File: src/rtl/gf180mcu_fd_sc_mcu7t5v0_pkg.sv
// Shared encodings and legal parameter bounds for the
// OAI33 ZN deglitch capture slice.
package gf180mcu_fd_sc_mcu7t5v0_pkg;

    localparam logic EVT_FALL = 1'b0;
    localparam logic EVT_RISE = 1'b1;

    localparam int SYNC_STAGES_MIN = 2;
    localparam int SYNC_STAGES_MAX = 4;
    localparam int FILT_CYCLES_MIN = 1;
    localparam int FILT_CYCLES_MAX = 15;

    // Wide enough for FILT_CYCLES_MAX-1
    localparam int FILT_CNT_W = 4;

endpackage

File: src/rtl/oai33_zn_deglitch_capture_sync.sv
// Flop-chain synchroniser bringing the raw ZN net into the CLK domain.
// Resets to RST_VAL so the chain agrees with Q out of reset.
module oai33_zn_sync #(
    parameter int   SYNC_STAGES = 2,
    parameter logic RST_VAL     = 1'b1
) (
    input  logic CLK,
    input  logic RN,
    input  logic ZN,
    output logic S
);

    logic [SYNC_STAGES-1:0] chain;

    // Shift ZN through the chain, oldest sample at the top
    always_ff @(posedge CLK or negedge RN) begin
        if (!RN) begin
            chain <= {SYNC_STAGES{RST_VAL}};
        end else begin
            chain <= {chain[SYNC_STAGES-2:0], ZN};
        end
    end

    assign S = chain[SYNC_STAGES-1];

endmodule

File: src/rtl/oai33_zn_deglitch_capture.sv
// Capture stage for the OAI33 ZN net: sync, glitch filter, one-deep
// edge-event register, saturating edge counter and sticky overflow.
module oai33_zn_deglitch_capture #(
    parameter int   SYNC_STAGES = 2,
    parameter int   FILT_CYCLES = 4,
    parameter int   CNT_W       = 4,
    parameter logic RST_VAL     = 1'b1
) (
`ifdef USE_POWER_PINS
    inout  wire              VDD,
    inout  wire              VSS,
`endif
    input  logic             CLK,
    input  logic             RN,
    input  logic             ZN,
    input  logic             EVT_READY,
    input  logic             CLR,
    output logic             Q,
    output logic             EVT_VALID,
    output logic             EVT_RISE,
    output logic [CNT_W-1:0] EDGE_CNT,
    output logic             EVT_OVF
);

    import gf180mcu_fd_sc_mcu7t5v0_pkg::*;

    if (SYNC_STAGES < SYNC_STAGES_MIN || SYNC_STAGES > SYNC_STAGES_MAX) begin : g_bad_sync
        $error("oai33_zn_deglitch_capture: SYNC_STAGES out of range");
    end
    if (FILT_CYCLES < FILT_CYCLES_MIN || FILT_CYCLES > FILT_CYCLES_MAX) begin : g_bad_filt
        $error("oai33_zn_deglitch_capture: FILT_CYCLES out of range");
    end
    if (CNT_W < 1) begin : g_bad_cnt
        $error("oai33_zn_deglitch_capture: CNT_W must be at least 1");
    end

    localparam logic [FILT_CNT_W-1:0] FILT_LAST = FILT_CNT_W'(FILT_CYCLES - 1);
    localparam logic [CNT_W-1:0]      CNT_MAX   = {CNT_W{1'b1}};
    localparam logic [CNT_W-1:0]      CNT_ONE   = CNT_W'(1);

    logic                  s;
    logic [FILT_CNT_W-1:0] filt_cnt;
    logic                  commit;
    logic                  commit_r;
    logic                  commit_rise;
    logic                  xfer;
    logic                  drop;

    oai33_zn_sync #(
        .SYNC_STAGES (SYNC_STAGES),
        .RST_VAL     (RST_VAL)
    ) u_sync (
        .CLK (CLK),
        .RN  (RN),
        .ZN  (ZN),
        .S   (s)
    );

    // A differing sample that completes the persistence window commits
    always_comb begin
        commit = (s != Q) && (filt_cnt == FILT_LAST);
    end

    // Persistence counter and committed level; any reversal restarts the count
    always_ff @(posedge CLK or negedge RN) begin
        if (!RN) begin
            Q        <= RST_VAL;
            filt_cnt <= '0;
        end else if (s == Q) begin
            filt_cnt <= '0;
        end else if (commit) begin
            Q        <= s;
            filt_cnt <= '0;
        end else begin
            filt_cnt <= filt_cnt + 1'b1;
        end
    end

    // Register the commit so the event appears the cycle after Q moves
    always_ff @(posedge CLK or negedge RN) begin
        if (!RN) begin
            commit_r    <= 1'b0;
            commit_rise <= EVT_FALL;
        end else begin
            commit_r    <= commit;
            commit_rise <= s;
        end
    end

    assign xfer = EVT_VALID && EVT_READY;
    assign drop = commit_r && EVT_VALID && !EVT_READY;

    // One-deep event slot: a new edge loads unless an old one is still held
    always_ff @(posedge CLK or negedge RN) begin
        if (!RN) begin
            EVT_VALID <= 1'b0;
            EVT_RISE  <= EVT_FALL;
        end else if (commit_r && !drop) begin
            EVT_VALID <= 1'b1;
            EVT_RISE  <= commit_rise;
        end else if (xfer) begin
            EVT_VALID <= 1'b0;
        end
    end

    // Saturating edge count; a commit overrides a coincident clear
    always_ff @(posedge CLK or negedge RN) begin
        if (!RN) begin
            EDGE_CNT <= '0;
        end else if (commit_r) begin
            if (CLR) begin
                EDGE_CNT <= CNT_ONE;
            end else if (EDGE_CNT != CNT_MAX) begin
                EDGE_CNT <= EDGE_CNT + CNT_ONE;
            end
        end else if (CLR) begin
            EDGE_CNT <= '0;
        end
    end

    // Sticky overflow on a dropped edge; a drop beats a coincident clear
    always_ff @(posedge CLK or negedge RN) begin
        if (!RN) begin
            EVT_OVF <= 1'b0;
        end else if (drop) begin
            EVT_OVF <= 1'b1;
        end else if (CLR) begin
            EVT_OVF <= 1'b0;
        end
    end

endmodule
File: config.mk
export PLATFORM = sky130hd
export DESIGN_NAME = oai33_zn_deglitch_capture
export DESIGN_NICKNAME = d
export VERILOG_FILES = /design/src/rtl/gf180mcu_fd_sc_mcu7t5v0_pkg.sv /design/src/rtl/oai33_zn_deglitch_capture_sync.sv /design/src/rtl/oai33_zn_deglitch_capture.sv
export SDC_FILE = /design/constraint.sdc
export NUM_CORES = 1
export LEC_CHECK = 0
export ABC_AREA = 0
export CORE_MARGIN = 10
export CORE_UTILIZATION = 51
export CTS_BUF_LIST = sky130_fd_sc_hd__clkbuf_4
export DETAILED_ROUTE_END_ITERATION = 8
export PLACE_DENSITY_LB_ADDON = 0.05
export SYNTH_ARGS = -nofsm -noshare
export SYNTH_HDL_FRONTEND = slang
export SYNTH_HIERARCHICAL = 1
export SYNTH_SLANG_ARGS = --single-unit
File: constraint.sdc
create_clock -name CLK -period 1.4 [get_ports CLK]
set_input_delay 0.35 -clock CLK [delete_from_list [all_inputs] [get_ports CLK]]
set_output_delay 0.35 -clock CLK [all_outputs]
set_load 0.02 [all_outputs]
### Word-level counts from Yosys, hierarchy flattened

Index checks and enable logic that the tools add are counted.

| word-level totals | value |
|---|---|
| logic and storage cells | 39 |
| output and inout port bits | 8 |
| bits in registers | 16 |

| cells by class | value |
|---|---|
| equality and inequality tests | 4 |
| add/subtract/negate cells | 2 |
| reductions and logical operators | 13 |
| muxes and demuxes | 10 |
| bitwise gates (word level) | 1 |

Operators with widths:

| operator | number |
|---|---|
| $mux 4 | 6 |
| $add 4x1->4 const B | 2 |
| $reduce_bool 2->1 | 4 |
| $logic_and 1x1->1 | 5 |
| $eq 4x2->1 const B | 1 |
| $mux 1 | 4 |
| $ne 4x4->1 const B | 1 |
| $reduce_and 2->1 | 2 |
| $logic_not 1->1 | 2 |
| $eq 1x1->1 | 1 |
| $ne 1x1->1 | 1 |
| $not 1->1 | 1 |

### Longest topological paths before layout

Gate-level depths: netlist of run 1.

| depth | value |
|---|---|
| depth after elaboration | 5 |
| depth in mapped cells | 4 |
| mapped depth without buffers | 4 |

### Hierarchy

The synthesis of run 1 kept the hierarchy.

By module, submodules not included:

| module | area an instance (µm²) | times used | cells each | sequential area each (µm²) |
|---|---|---|---|---|
| oai33_zn_deglitch_capture | 614.3 | 1 | 51 | 351.6 |
| oai33_zn_sync | 52.6 | 1 | 2 | 52.6 |

### Worst setup path after synthesis of run 1

Ideal clock, no wire load.

| path | value |
|---|---|
| path kind | reg-to-reg |
| start point | register EDGE_CNT[0] |
| end point | register EDGE_CNT[1] |
| clock period less this slack | 1269 ps |
| path buffers | 0 |
| path slack | 131 ps |
| arrival | 1149 ps |
| data required time | 1279 ps |
| cell stages (with the launch flop) | 5 |
| cells stage by stage | dfrtp_1 ha_1 nand3_1 a21oi_1 a41o_1 |

| on the way | value |
|---|---|
| word-level cells in the longest chain between the ends | 4 |

RTL lines:

| element | RTL line | source |
|---|---|---|
| start, declared | oai33_zn_deglitch_capture.sv:21 | `output logic [CNT_W-1:0] EDGE_CNT,` |
| start signal, assigned | oai33_zn_deglitch_capture.sv:114 | `EDGE_CNT <= EDGE_CNT + CNT_ONE;` |
| $add 4x1->4 | oai33_zn_deglitch_capture.sv:114 |  |
| $mux 4 | oai33_zn_deglitch_capture.sv:113 | `end else if (EDGE_CNT != CNT_MAX) begin` |
| $mux 4 | oai33_zn_deglitch_capture.sv:111 | `if (CLR) begin` |
| $mux 4 | oai33_zn_deglitch_capture.sv:110 | `end else if (commit_r) begin` |

Several ways; a longest one is shown, not always the timed one. The select of a mux whose other input is x is not followed.
A chain may end at the register's enable or synchronous reset.

### Final worst setup path of run 1

| path | value |
|---|---|
| start point | register EDGE_CNT[1] |
| end point | output port EDGE_CNT[1] |

No word-level cell between the ends.

==> results of run 1 <==
-- cells in the final DEF, fill, tap and decap left out, drive strengths merged, types with 2 or more instances in the layout --
cell type / instances
clkdlybuf4s15: 2
mux2: 2
nand3: 2
dlygate4sd2: 5
nor2b: 2
ha: 2
clkdlybuf4s50: 4
buf: 6
dfrtp: 13
a21oi: 5
nand2b: 3
nor3: 3
nand2: 3
dfstp: 3
clkbuf: 3
inv: 3
-- cell usage after synthesis, drive strengths merged --
| cell type | n |
|---|---|
| a211oi | 1 |
| a21oi | 5 |
| a41o | 1 |
| and4b | 1 |
| buf | 1 |
| dfrtp | 13 |
| dfstp | 3 |
| ha | 2 |
| inv | 3 |
| mux2 | 2 |
| mux2i | 1 |
| nand2 | 3 |
| nand2b | 3 |
| nand3 | 2 |
| nand3b | 1 |
| nand4 | 1 |
| nor2 | 1 |
| nor2b | 2 |
| nor3 | 3 |
| nor3b | 1 |
| o2bb2ai | 1 |
| xnor2 | 1 |
| xor2 | 1 |
-- cell type report --
| type | instances | share of cell area [%] |
|---|---|---|
| Clock buffer | 3 | 2.663 |
| Timing Repair Buffer | 17 | 17.31 |
| Sequential cell | 16 | 47.78 |
| Tap cell | 14 | 2.071 |
| Clock inverter | 1 | 0.4438 |
| Inverter | 3 | 1.331 |
| Multi-Input combinational cell | 33 | 28.40 |
-- how the worst max path moves through the flow --
stage,start,to,slack (ns),depth (start not counted)
after global placement,Q,Q,-0.08,1
after detailed placement,Q,Q,-0.08,1
after CTS,EDGE_CNT[0],EDGE_CNT[0],0.02,1
final,EDGE_CNT[1],EDGE_CNT[1],0.06,1
after global routing,EDGE_CNT[2],EDGE_CNT[2],0.006,1
after floorplan,EDGE_CNT[0],EDGE_CNT[1],0.13,4
-- metal layers --
layer / GRT usage (%) / vias up / routed length, um
li1: - / 227 / -
met5: 0 / - / 0
met4: 3.072 / 0 / 0
met3: 3.872 / 0 / 83
met2: 11.18 / 11 / 529
met1: 8.269 / 214 / 497
-- power by group through the flow --
| stage | Sequential [mW] | Combinational (mW) | Clock (mW) |
|---|---|---|---|
| floorplan | 0.663 | 0.127 | 0 |
| global placement | 0.610 | 0.321 | 0 |
| detailed placement | 0.615 | 0.324 | 0 |
| CTS | 0.605 | 0.292 | 0.247 |
| global route | 0.617 | 0.322 | 0.271 |
| finish | 0.604 | 0.283 | 0.236 |
-- cells by family after synthesis --
| group | after synthesis | synth area share [%] |
|---|---|---|
| mux | 3 | 4.878 |
| fa+ha+maj | 2 | 3.752 |
| flops | 16 | 60.60 |
| compound gates | 8 | 7.692 |
| buf+inv | 4 | 3.377 |
| simple gates | 18 | 17.07 |
| xor+xnor | 2 | 2.627 |
-- registers in the layout, indices dropped and copies added (netlist names) --
| signal | flops |
|---|---|
| Q | 1 |
| EVT_RISE | 1 |
| EDGE_CNT | 4 |
| EVT_VALID | 1 |
| filt_cnt | 4 |
| commit_rise | 1 |
| commit_r | 1 |
| u_sync/chain | 2 |
| EVT_OVF | 1 |
-- metrics by stage --
step	cell area (um2)	util [%]
CTS	843.3	72.01
global route	845.8	72.22
detailed placement	830.8	70.94
floorplan	666.9	-
global placement	830.8	70.94
finish	845.8	72.22
-- what timing repair did --
item | 4_1_cts | 5_1_grt
setup endpoints to repair | 8 | 2
resized for setup | 11 | 2
pin swaps | 0 | 0
cloned | 0 | 0
==> flow_summary.yaml, run 1 <==
worst_hold_path:
  timing.hold.worst.class: "in -> async"
power_and_ir_drop:
  relative_contribution_of_combinational_cells_to_total_power_pct: 25.2
  power_density_mw_per_mm2: 1329
  design_power_mw: 1.124
  vdd.ir_drop.worst_mv: 1.064
  power.switching_fraction_pct: 30.45
  fraction_of_power_consumed_by_sequential_logic_pct: 53.8
  power.internal_mw: 0.7816
  p_leak_nw: 0.4324
  pwr-share-clk_pct: 21.0
  switching_power_mw: 0.3422
critical_path:
  delay_heaviest_family_cp: "flip-flops"
  slack_of_the_worst_reg_to_reg_path_ns: 0.09
  worstPathArrival_ns: 0.99
  crit_path_cell_trace: "dlygate4sd2_1"
  critical_path.max_stage_delay_ns: 0.39
  r2r-start: "EDGE_CNT[1]"
  required_ns: 1.05
  worst_path_max_delay_cell: "sky130_fd_sc_hd__dfrtp_1"
  critical_path.endpoint_type: "output pin"
  worstReg2RegEnd: "EDGE_CNT[1]"
  crit_fanout: 2
  logic_depth_of_the_worst_register_to_register_path: 5
  worstSetupPathType: "reg -> out"
  worst-path-buf-inv: 1
  start_kind: "register"
drt:
  detail_route.drc_violations: 0
  route.vias.total: 452
  drt_pre_antenna_iters: 4
  detail_route.wirelength_um: 1110
  drt_iter0_markers: 5
  routed_wire_length_per_instance_um: 12.76
  ant_nets: 0
  drt-vias-per-instance: 5.195
sta:
  achievable-frequency_mhz: 743.8
  timing.final.max_slew_violations: 0
  worst_hold_slack_ns: 0.3740
  final-hold-violation-count: 0
  rsz0062_at_grt: "no"
  skew_ns: 0.006159
  period_minus_ws_final_ns: 1.344
  fin_crit_sh_pct: 96.03
  timing.max_slew.rel_slack_pct: 73.51
  setup_ws_ns: 0.05551
  timing.final.setup_violations: 0
  setup-tns-final_ns: 0
  tightestPinTransition_ns: 0.3945
yosys:
  syn_area_um2: 666.9
  syn_nets: 60
  synth.yosys.seq_area_share_pct: 60.60
  cell_taking_the_most_area_after_synthesis: "sky130_fd_sc_hd__dfrtp_1"
  synth.area.top_cells: "sky130_fd_sc_hd__dfrtp_1, sky130_fd_sc_hd__dfstp_2, sky130_fd_sc_hd__a21oi_1, sky130_fd_sc_hd__ha_1, sky130_fd_sc_hd__mux2_1"
  yosys_register_bits: 16
  syn_area_per_cell_um2: 12.58
  yosysUniqueCellTypes: 23
  yosysTopAreaCellShare_pct: 48.78
  yosysWarningCount: 6
  netlist_instances: 53
cells_and_area:
  fillCellCount: 95
  area_delta_synth_final_pct: 26.83
  antenna_cells_inserted: 0
  multi_input_comb_area_um2: 240.2
  number_of_nets_in_the_final_layout: 81
  area.sequential_um2: 404.1
  post_route_cells_drive_above_1_share_pct: 19.18
  final_cell_count_no_fill: 87
clock_tree:
  cts_tree: "yes"
  ctsHoldBuffers: 0
  number_of_buffers_inserted_by_post_cts_setup_repair: 0
  cts.clk_slew.worst_paths_ns: 0.09
  cts_htree_levels: 1
  tritoncts.num_buffers: 3
  clk-insertion-delay-late_ns: 0.28
  clockRootBuffer: "sky130_fd_sc_hd__clkbuf_4"
  clkSinkCount: 16
  cts_buffer_depth: 2
floorplan:
  initial_utilization_pct: 56.94
  design.portCount: 13
  chipHeight_um: 56.16
  floorplan_row_count: 12
  die_area_mm2: 0.003154
  core_region_area_mm2: 0.001171
  width_of_the_chip_um: 56.16
place:
  placed_cells_incl_taps: 83
  place.detailed.hpwl_um: 862.9
  detailedPlace.worstSlack_ns: -0.08311
  gp_routability_congestion: 0.6876
  number_of_buffers_added_on_ports: 12
global_routing:
  gr-usage-all-layers_pct: 7.328
  grt_max_degree: 17
  grt-ovfl-total: 0
  grt_pass1_wl_um: 1938
  number_of_global_route_vias_before_repair: 454
  antenna_found_initial: 0
job:
  maxCapViolCount: 0
outcome:
  status: "completed"
(Power assumes the default switching activity.)
==> inputs of run 2 (changes only) <==
- CTS_CLUSTER_SIZE: not set -> 24
==> results of run 2 <==
Final layout, timing and power as in run 1 (identical DEF).
